File: src/rtl/iob_vexriscv_bus_arbiter.sv
// Round-robin arbiter sharing one IOb native port between the VexRiscv ibus (port 0) and dbus (port 1).
// Optional watchdog abort enabled by defining IOB_ARB_TIMEOUT_EN.
module iob_vexriscv_bus_arbiter #(
    parameter int ADDR_W    = 32,
    parameter int DATA_W    = 32,
    parameter int TIMEOUT_W = 8
) (
    input  logic                clk,
    input  logic                rst,
    input  logic                m0_valid,
    output logic                m0_req_ready,
    input  logic [ADDR_W-1:0]   m0_addr,
    input  logic [DATA_W-1:0]   m0_wdata,
    input  logic [DATA_W/8-1:0] m0_wstrb,
    output logic [DATA_W-1:0]   m0_rdata,
    output logic                m0_ready,
    input  logic                m1_valid,
    output logic                m1_req_ready,
    input  logic [ADDR_W-1:0]   m1_addr,
    input  logic [DATA_W-1:0]   m1_wdata,
    input  logic [DATA_W/8-1:0] m1_wstrb,
    output logic [DATA_W-1:0]   m1_rdata,
    output logic                m1_ready,
    output logic                s_valid,
    output logic [ADDR_W-1:0]   s_addr,
    output logic [DATA_W-1:0]   s_wdata,
    output logic [DATA_W/8-1:0] s_wstrb,
    input  logic [DATA_W-1:0]   s_rdata,
    input  logic                s_ready,
    output logic                timeout_err,
    output logic [1:0]          dbg_state
);

    localparam int STRB_W = DATA_W / 8;
    localparam logic [1:0] ST_IDLE  = 2'd0;
    localparam logic [1:0] ST_BUSY0 = 2'd1;
    localparam logic [1:0] ST_BUSY1 = 2'd2;

    // Handshake: a request is taken on the edge where mX_valid & mX_req_ready are both high;
    // the shared port completes on the edge where s_valid & s_ready are both high.
    logic [1:0]        state_q, state_d;
    logic              last_q, last_d;
    logic              pend0_q, pend0_d, pend1_q, pend1_d;
    logic [ADDR_W-1:0] b0_addr_q, b0_addr_d, b1_addr_q, b1_addr_d;
    logic [DATA_W-1:0] b0_wdata_q, b0_wdata_d, b1_wdata_q, b1_wdata_d;
    logic [STRB_W-1:0] b0_wstrb_q, b0_wstrb_d, b1_wstrb_q, b1_wstrb_d;
    logic              s_valid_q, s_valid_d;
    logic [ADDR_W-1:0] s_addr_q, s_addr_d;
    logic [DATA_W-1:0] s_wdata_q, s_wdata_d;
    logic [STRB_W-1:0] s_wstrb_q, s_wstrb_d;
    logic              m0_ready_q, m0_ready_d, m1_ready_q, m1_ready_d;
    logic [DATA_W-1:0] m0_rdata_q, m0_rdata_d, m1_rdata_q, m1_rdata_d;

    logic busy, owner, done, abort, finish, cap0, cap1;

    assign busy  = (state_q != ST_IDLE);
    assign owner = (state_q == ST_BUSY1);
    // s_ready is only meaningful once s_valid is actually presented
    assign done  = busy & s_valid_q & s_ready;
    assign cap0  = m0_valid & ~pend0_q;
    assign cap1  = m1_valid & ~pend1_q;

`ifdef IOB_ARB_TIMEOUT_EN
    localparam logic [TIMEOUT_W-1:0] TMO_LAST = {{(TIMEOUT_W-1){1'b1}}, 1'b0};
    logic [TIMEOUT_W-1:0] cnt_q, cnt_d;
    logic                 timeout_err_q, timeout_err_d;

    // Count reaches the all-ones terminal value on this edge; a simultaneous s_ready wins.
    assign abort = busy & ~done & (cnt_q == TMO_LAST);

    always_comb begin
        cnt_d         = cnt_q;
        timeout_err_d = timeout_err_q | abort;
        if (!busy) begin
            cnt_d = '0;
        end else if (!done) begin
            cnt_d = cnt_q + 1'b1;
        end
    end

    always_ff @(posedge clk or posedge rst) begin
        if (rst) begin
            cnt_q         <= '0;
            timeout_err_q <= 1'b0;
        end else begin
            cnt_q         <= cnt_d;
            timeout_err_q <= timeout_err_d;
        end
    end

    assign timeout_err = timeout_err_q;
`else
    assign abort       = 1'b0;
    assign timeout_err = 1'b0;
`endif

    assign finish = done | abort;

    always_comb begin
        state_d    = state_q;
        last_d     = last_q;
        pend0_d    = pend0_q;
        pend1_d    = pend1_q;
        b0_addr_d  = b0_addr_q;
        b0_wdata_d = b0_wdata_q;
        b0_wstrb_d = b0_wstrb_q;
        b1_addr_d  = b1_addr_q;
        b1_wdata_d = b1_wdata_q;
        b1_wstrb_d = b1_wstrb_q;
        s_valid_d  = busy & ~finish;
        s_addr_d   = s_addr_q;
        s_wdata_d  = s_wdata_q;
        s_wstrb_d  = s_wstrb_q;
        m0_ready_d = finish & ~owner;
        m1_ready_d = finish & owner;
        m0_rdata_d = m0_rdata_q;
        m1_rdata_d = m1_rdata_q;

        if (cap0) begin
            pend0_d    = 1'b1;
            b0_addr_d  = m0_addr;
            b0_wdata_d = m0_wdata;
            b0_wstrb_d = m0_wstrb;
        end
        if (cap1) begin
            pend1_d    = 1'b1;
            b1_addr_d  = m1_addr;
            b1_wdata_d = m1_wdata;
            b1_wstrb_d = m1_wstrb;
        end

        if (state_q == ST_BUSY0) begin
            s_addr_d  = b0_addr_q;
            s_wdata_d = b0_wdata_q;
            s_wstrb_d = b0_wstrb_q;
        end else if (state_q == ST_BUSY1) begin
            s_addr_d  = b1_addr_q;
            s_wdata_d = b1_wdata_q;
            s_wstrb_d = b1_wstrb_q;
        end

        case (state_q)
            ST_IDLE: begin
                // Both pending: serve the port that was not served last
                if (pend0_q && pend1_q) begin
                    state_d = last_q ? ST_BUSY0 : ST_BUSY1;
                end else if (pend0_q) begin
                    state_d = ST_BUSY0;
                end else if (pend1_q) begin
                    state_d = ST_BUSY1;
                end
            end
            ST_BUSY0, ST_BUSY1: begin
                if (finish) begin
                    state_d = ST_IDLE;
                    last_d  = owner;
                    if (owner) begin
                        pend1_d    = 1'b0;
                        m1_rdata_d = done ? s_rdata : '0;
                    end else begin
                        pend0_d    = 1'b0;
                        m0_rdata_d = done ? s_rdata : '0;
                    end
                end
            end
            default: state_d = ST_IDLE;
        endcase
    end

    always_ff @(posedge clk or posedge rst) begin
        if (rst) begin
            state_q    <= ST_IDLE;
            last_q     <= 1'b1;
            pend0_q    <= 1'b0;
            pend1_q    <= 1'b0;
            b0_addr_q  <= '0;
            b0_wdata_q <= '0;
            b0_wstrb_q <= '0;
            b1_addr_q  <= '0;
            b1_wdata_q <= '0;
            b1_wstrb_q <= '0;
            s_valid_q  <= 1'b0;
            s_addr_q   <= '0;
            s_wdata_q  <= '0;
            s_wstrb_q  <= '0;
            m0_ready_q <= 1'b0;
            m1_ready_q <= 1'b0;
            m0_rdata_q <= '0;
            m1_rdata_q <= '0;
        end else begin
            state_q    <= state_d;
            last_q     <= last_d;
            pend0_q    <= pend0_d;
            pend1_q    <= pend1_d;
            b0_addr_q  <= b0_addr_d;
            b0_wdata_q <= b0_wdata_d;
            b0_wstrb_q <= b0_wstrb_d;
            b1_addr_q  <= b1_addr_d;
            b1_wdata_q <= b1_wdata_d;
            b1_wstrb_q <= b1_wstrb_d;
            s_valid_q  <= s_valid_d;
            s_addr_q   <= s_addr_d;
            s_wdata_q  <= s_wdata_d;
            s_wstrb_q  <= s_wstrb_d;
            m0_ready_q <= m0_ready_d;
            m1_ready_q <= m1_ready_d;
            m0_rdata_q <= m0_rdata_d;
            m1_rdata_q <= m1_rdata_d;
        end
    end

    assign m0_req_ready = ~pend0_q;
    assign m1_req_ready = ~pend1_q;
    assign m0_ready     = m0_ready_q;
    assign m1_ready     = m1_ready_q;
    assign m0_rdata     = m0_rdata_q;
    assign m1_rdata     = m1_rdata_q;
    assign s_valid      = s_valid_q;
    assign s_addr       = s_addr_q;
    assign s_wdata      = s_wdata_q;
    assign s_wstrb      = s_wstrb_q;
    assign dbg_state    = state_q;

endmodule
File: config.mk
export PLATFORM = sky130hd
export DESIGN_NAME = iob_vexriscv_bus_arbiter
export DESIGN_NICKNAME = d
export VERILOG_FILES = /design/src/rtl/iob_vexriscv_bus_arbiter.sv
export SDC_FILE = /design/constraint.sdc
export NUM_CORES = 1
export LEC_CHECK = 0
export CAP_MARGIN = 25
export CORE_UTILIZATION = 35
export DETAILED_ROUTE_END_ITERATION = 6
export PLACE_DENSITY = 0.62
export SLEW_MARGIN = 20
export SYNTH_ARGS = -nofsm -noshare
export SYNTH_HDL_FRONTEND = slang
export SYNTH_SLANG_ARGS = --single-unit
File: constraint.sdc
create_clock -name clk -period 15.3 [get_ports clk]
set_input_delay 4.59 -clock clk [delete_from_list [all_inputs] [get_ports clk]]
set_output_delay 4.59 -clock clk [all_outputs]
set_load 0.01 [all_outputs]
==> results.cfg <==
[clock_network]
clkTransAtPathRegs_ns = 0.06
cts_resized = 0
cts_tree = done
cts_setup_buffers = 0
clock_path_buffers = 3
cts_buffers = 31
postCtsHoldBufs = 0
clkSinkCount = 276
cts_root_buffer = clkbuf_16
insertion_delay_ns = 0.54
htreeDepth = 1

[worst_hold_path]
hold_path.class = reg2reg
min_to = last_q
whs_path_depth = 2
min_from = last_q

[sta]
fin_skew_ns = 0.00906
post-route-min-period_ns = 6.55
fin_ws_ns = 8.75
worst_pin_slew_ns = 0.977
post-route-period-util_pct = 42.8
fmax_mhz = 153
drv_slew = 0
setup_viol = 0
fin_hold_ws_ns = 0.473
rsz0062_at_grt = no
relSlewSlack_pct = 34.7
fin_setup_tns_ns = 0
hold_viol = 0

[logic_synthesis]
synth_xor_area_share_pct = 0
yosys.area.top_type = dfrtp_1
synthArstFlopShare_pct = 100
ys_seq_elements = 276
synthSimpleGateAreaFrac_pct = 3.22
syn-cell-area_um2 = 11000
avgSynthCellArea_um2 = 14.4
synth.distinct_cells = 28
seq_area_frac_synth_pct = 63.0
dominantRegCellSynth = dfrtp_1
synth_compound_area_share_pct = 3.50
muxShareOfSynthArea_pct = 27.3
synth_top_family_by_area = multiplexers
yosysWarnings = 0
yosys.area.top_type_share_pct = 62.7
synth_edf_count = 0
synth_nets = 938
synth_adder_area_share_pct = 0.456
syn_inst = 761
synth.area.top_cells = dfrtp_1 (63%), mux2_2 (18%), mux2i_1 (6.2%)

[power]
leakagePower_nw = 6.59
finalPower_mw = 3.25
seqPwrFrac_pct = 39.3
clkPwrFrac_pct = 24.1
switching_share_pct = 29.9
ir_drop_mv = 0.110
p_per_area_nw_per_um2 = 208
p_sw_uw = 970
pwr-share-comb_pct = 36.6
intPower_mw = 2.28

[grt]
grt_pass1_wl_mm = 41.4
grt_max_degree = 131
antenna_found_initial = 1
grt_overflow_total = 0
grt_pass1_vias = 7397
grt.total_usage_pct = 16.6

[detailed_routing]
viasPerCell = 4.74
drt_pre_antenna_iters = 6
drcViolationCount = 44
ant_nets = 0
wl_per_cell_um = 17.9
routed_wl_mm = 26.6
drt-initial-drc-count = 270
num_vias = 7054

[layout]
final_area_um2 = 15600
postLayoutCoreUtil_pct = 50.8
syn_to_final_growth_pct = 42.3
stdcell_count = 1489
nNetsFinal = 1245
drive_gt1_share_pct = 23.8

[placed_design]
place_area_um2 = 14500
port_buffers = 311
dpl.hpwl_mm = 17.7
preCtsSetupSlack_ns = 7.49
placed_cells_incl_taps = 1429
routabilityCongestion = 0.749

[worst_setup_path]
worstSetupPathType = in2async
cp_max_fo = 130
cp_data_arrival_time_ns = 7.09
slowest_delay_ns = 0.77
cp_cell_sequence = clkdlybuf4s50_1, inv_8, buf_4, buf_4
reg2reg_depth = 5
timing.rr.start = dbg_state[1]
crit_path_end_kind = asynchronous set/reset pin
cp_common_cell = buf_4
startpoint_type = input pin
reg2reg_slack_ns = 12.40
slowest_stage = buf_4
r2r_end = m1_rdata[26]
cp.required_ns = 15.84

[die]
start_util_pct = 35.7
placementRows = 64
coreArea_um2 = 30700
die_x_um = 179
fp.dieArea_um2 = 32100
fp.dieH_um = 179
io_pins = 313

[status]
status = finished, violations left
violations = design-rule violations

[job]
cap_violations = 0
-- cells in the final DEF (no fill, tap or decap), types with 5 or more instances in the layout --
| cell type | count |
|---|---|
| mux2i_1 | 68 |
| mux2_1 | 10 |
| mux2_4 | 18 |
| clkdlybuf4s50_1 | 311 |
| dfrtp_1 | 275 |
| inv_1 | 5 |
| clkbuf_16 | 31 |
| clkbuf_1 | 5 |
| nor2_1 | 71 |
| mux2_2 | 172 |
| clkinv_2 | 5 |
| clkbuf_8 | 12 |
| buf_4 | 7 |
| a21oi_1 | 69 |
-- synth_stat cells (4+ instances only) --
cell type,count
mux2_1,10
clkbuf_1,12
mux2_4,18
inv_1,6
a21oi_1,69
mux2i_1,68
ha_1,4
buf_4,14
mux2_2,172
dfrtp_1,275
nor2_1,71
buf_2,18
-- layer usage --
| layer | GRT usage [%] | vias up | share of wire [%] | wire (µm) |
|---|---|---|---|---|
| met5 | 0 | - | 0 | 0 |
| met3 | 5.07 | 43 | 8.6 | 2300 |
| met2 | 26.9 | 200 | 47 | 12600 |
| met1 | 21.3 | 3513 | 42 | 11100 |
| met4 | 4.98 | 0 | 2.6 | 681 |
| li1 | - | 3298 | - | - |
-- worst max-delay path, delay by kind of cell --
kind     cells  cell delay, ns
buf+inv      4            2.33
-- sequential cells by signal, indices dropped and copies added (netlist names) --
| name | cells |
|---|---|
| b0_addr_q | 32 |
| b0_wdata_q | 32 |
| b1_addr_q | 32 |
| b1_wdata_q | 32 |
| m0_rdata | 32 |
| m1_rdata | 32 |
| s_addr | 32 |
| s_wdata | 32 |
| b0_wstrb_q | 4 |
| b1_wstrb_q | 4 |
| s_wstrb | 4 |
| dbg_state | 2 |
| last_q | 1 |
| m0_ready | 1 |
| m1_ready | 1 |
| pend0_q | 1 |
| pend1_q | 1 |
| s_valid | 1 |
-- logic make-up after synthesis --
family / after synthesis
muxes: 268
AOI/OAI and AO/OA: 74
adders and majority gates: 4
buffers and inverters: 53
and+or+nand+nor: 85
DFF: 276
other: 1
-- final cells by class --
cell class	count	area, µm²
Clock inverter	9	145
Inverter	6	30.0
Multi-Input combinational cell	432	3840
Tap cell	396	495
Fill cell	2713	15100
Antenna cell	1	2.50
Clock buffer	48	960
Timing Repair Buffer	321	3240
Sequential cell	276	6910
-- worst max path at each step --
stage	from	end	slack [ns]	cells after the start
2_1_floorplan	rst	b0_addr_q[0]	3.10	1
3_3_place_gp	rst	m1_rdata[9]	7.46	4
3_5_place_dp	rst	m0_rdata[10]	7.49	4
4_1_cts	rst	m0_rdata[30]	8.08	4
5_1_grt	rst	m0_rdata[28]	8.37	4
6_report	rst	m0_rdata[21]	8.75	4
-- power groups by stage --
stage	logic (mW)	clock network, mW	registers, mW
floorplan	0.590	0	1.33
detailed placement	1.20	0	1.29
global route	1.30	0.834	1.32
CTS	1.21	0.807	1.28
finish	1.19	0.782	1.28
global placement	1.18	0	1.28
Power figures use the tool's default switching activity.
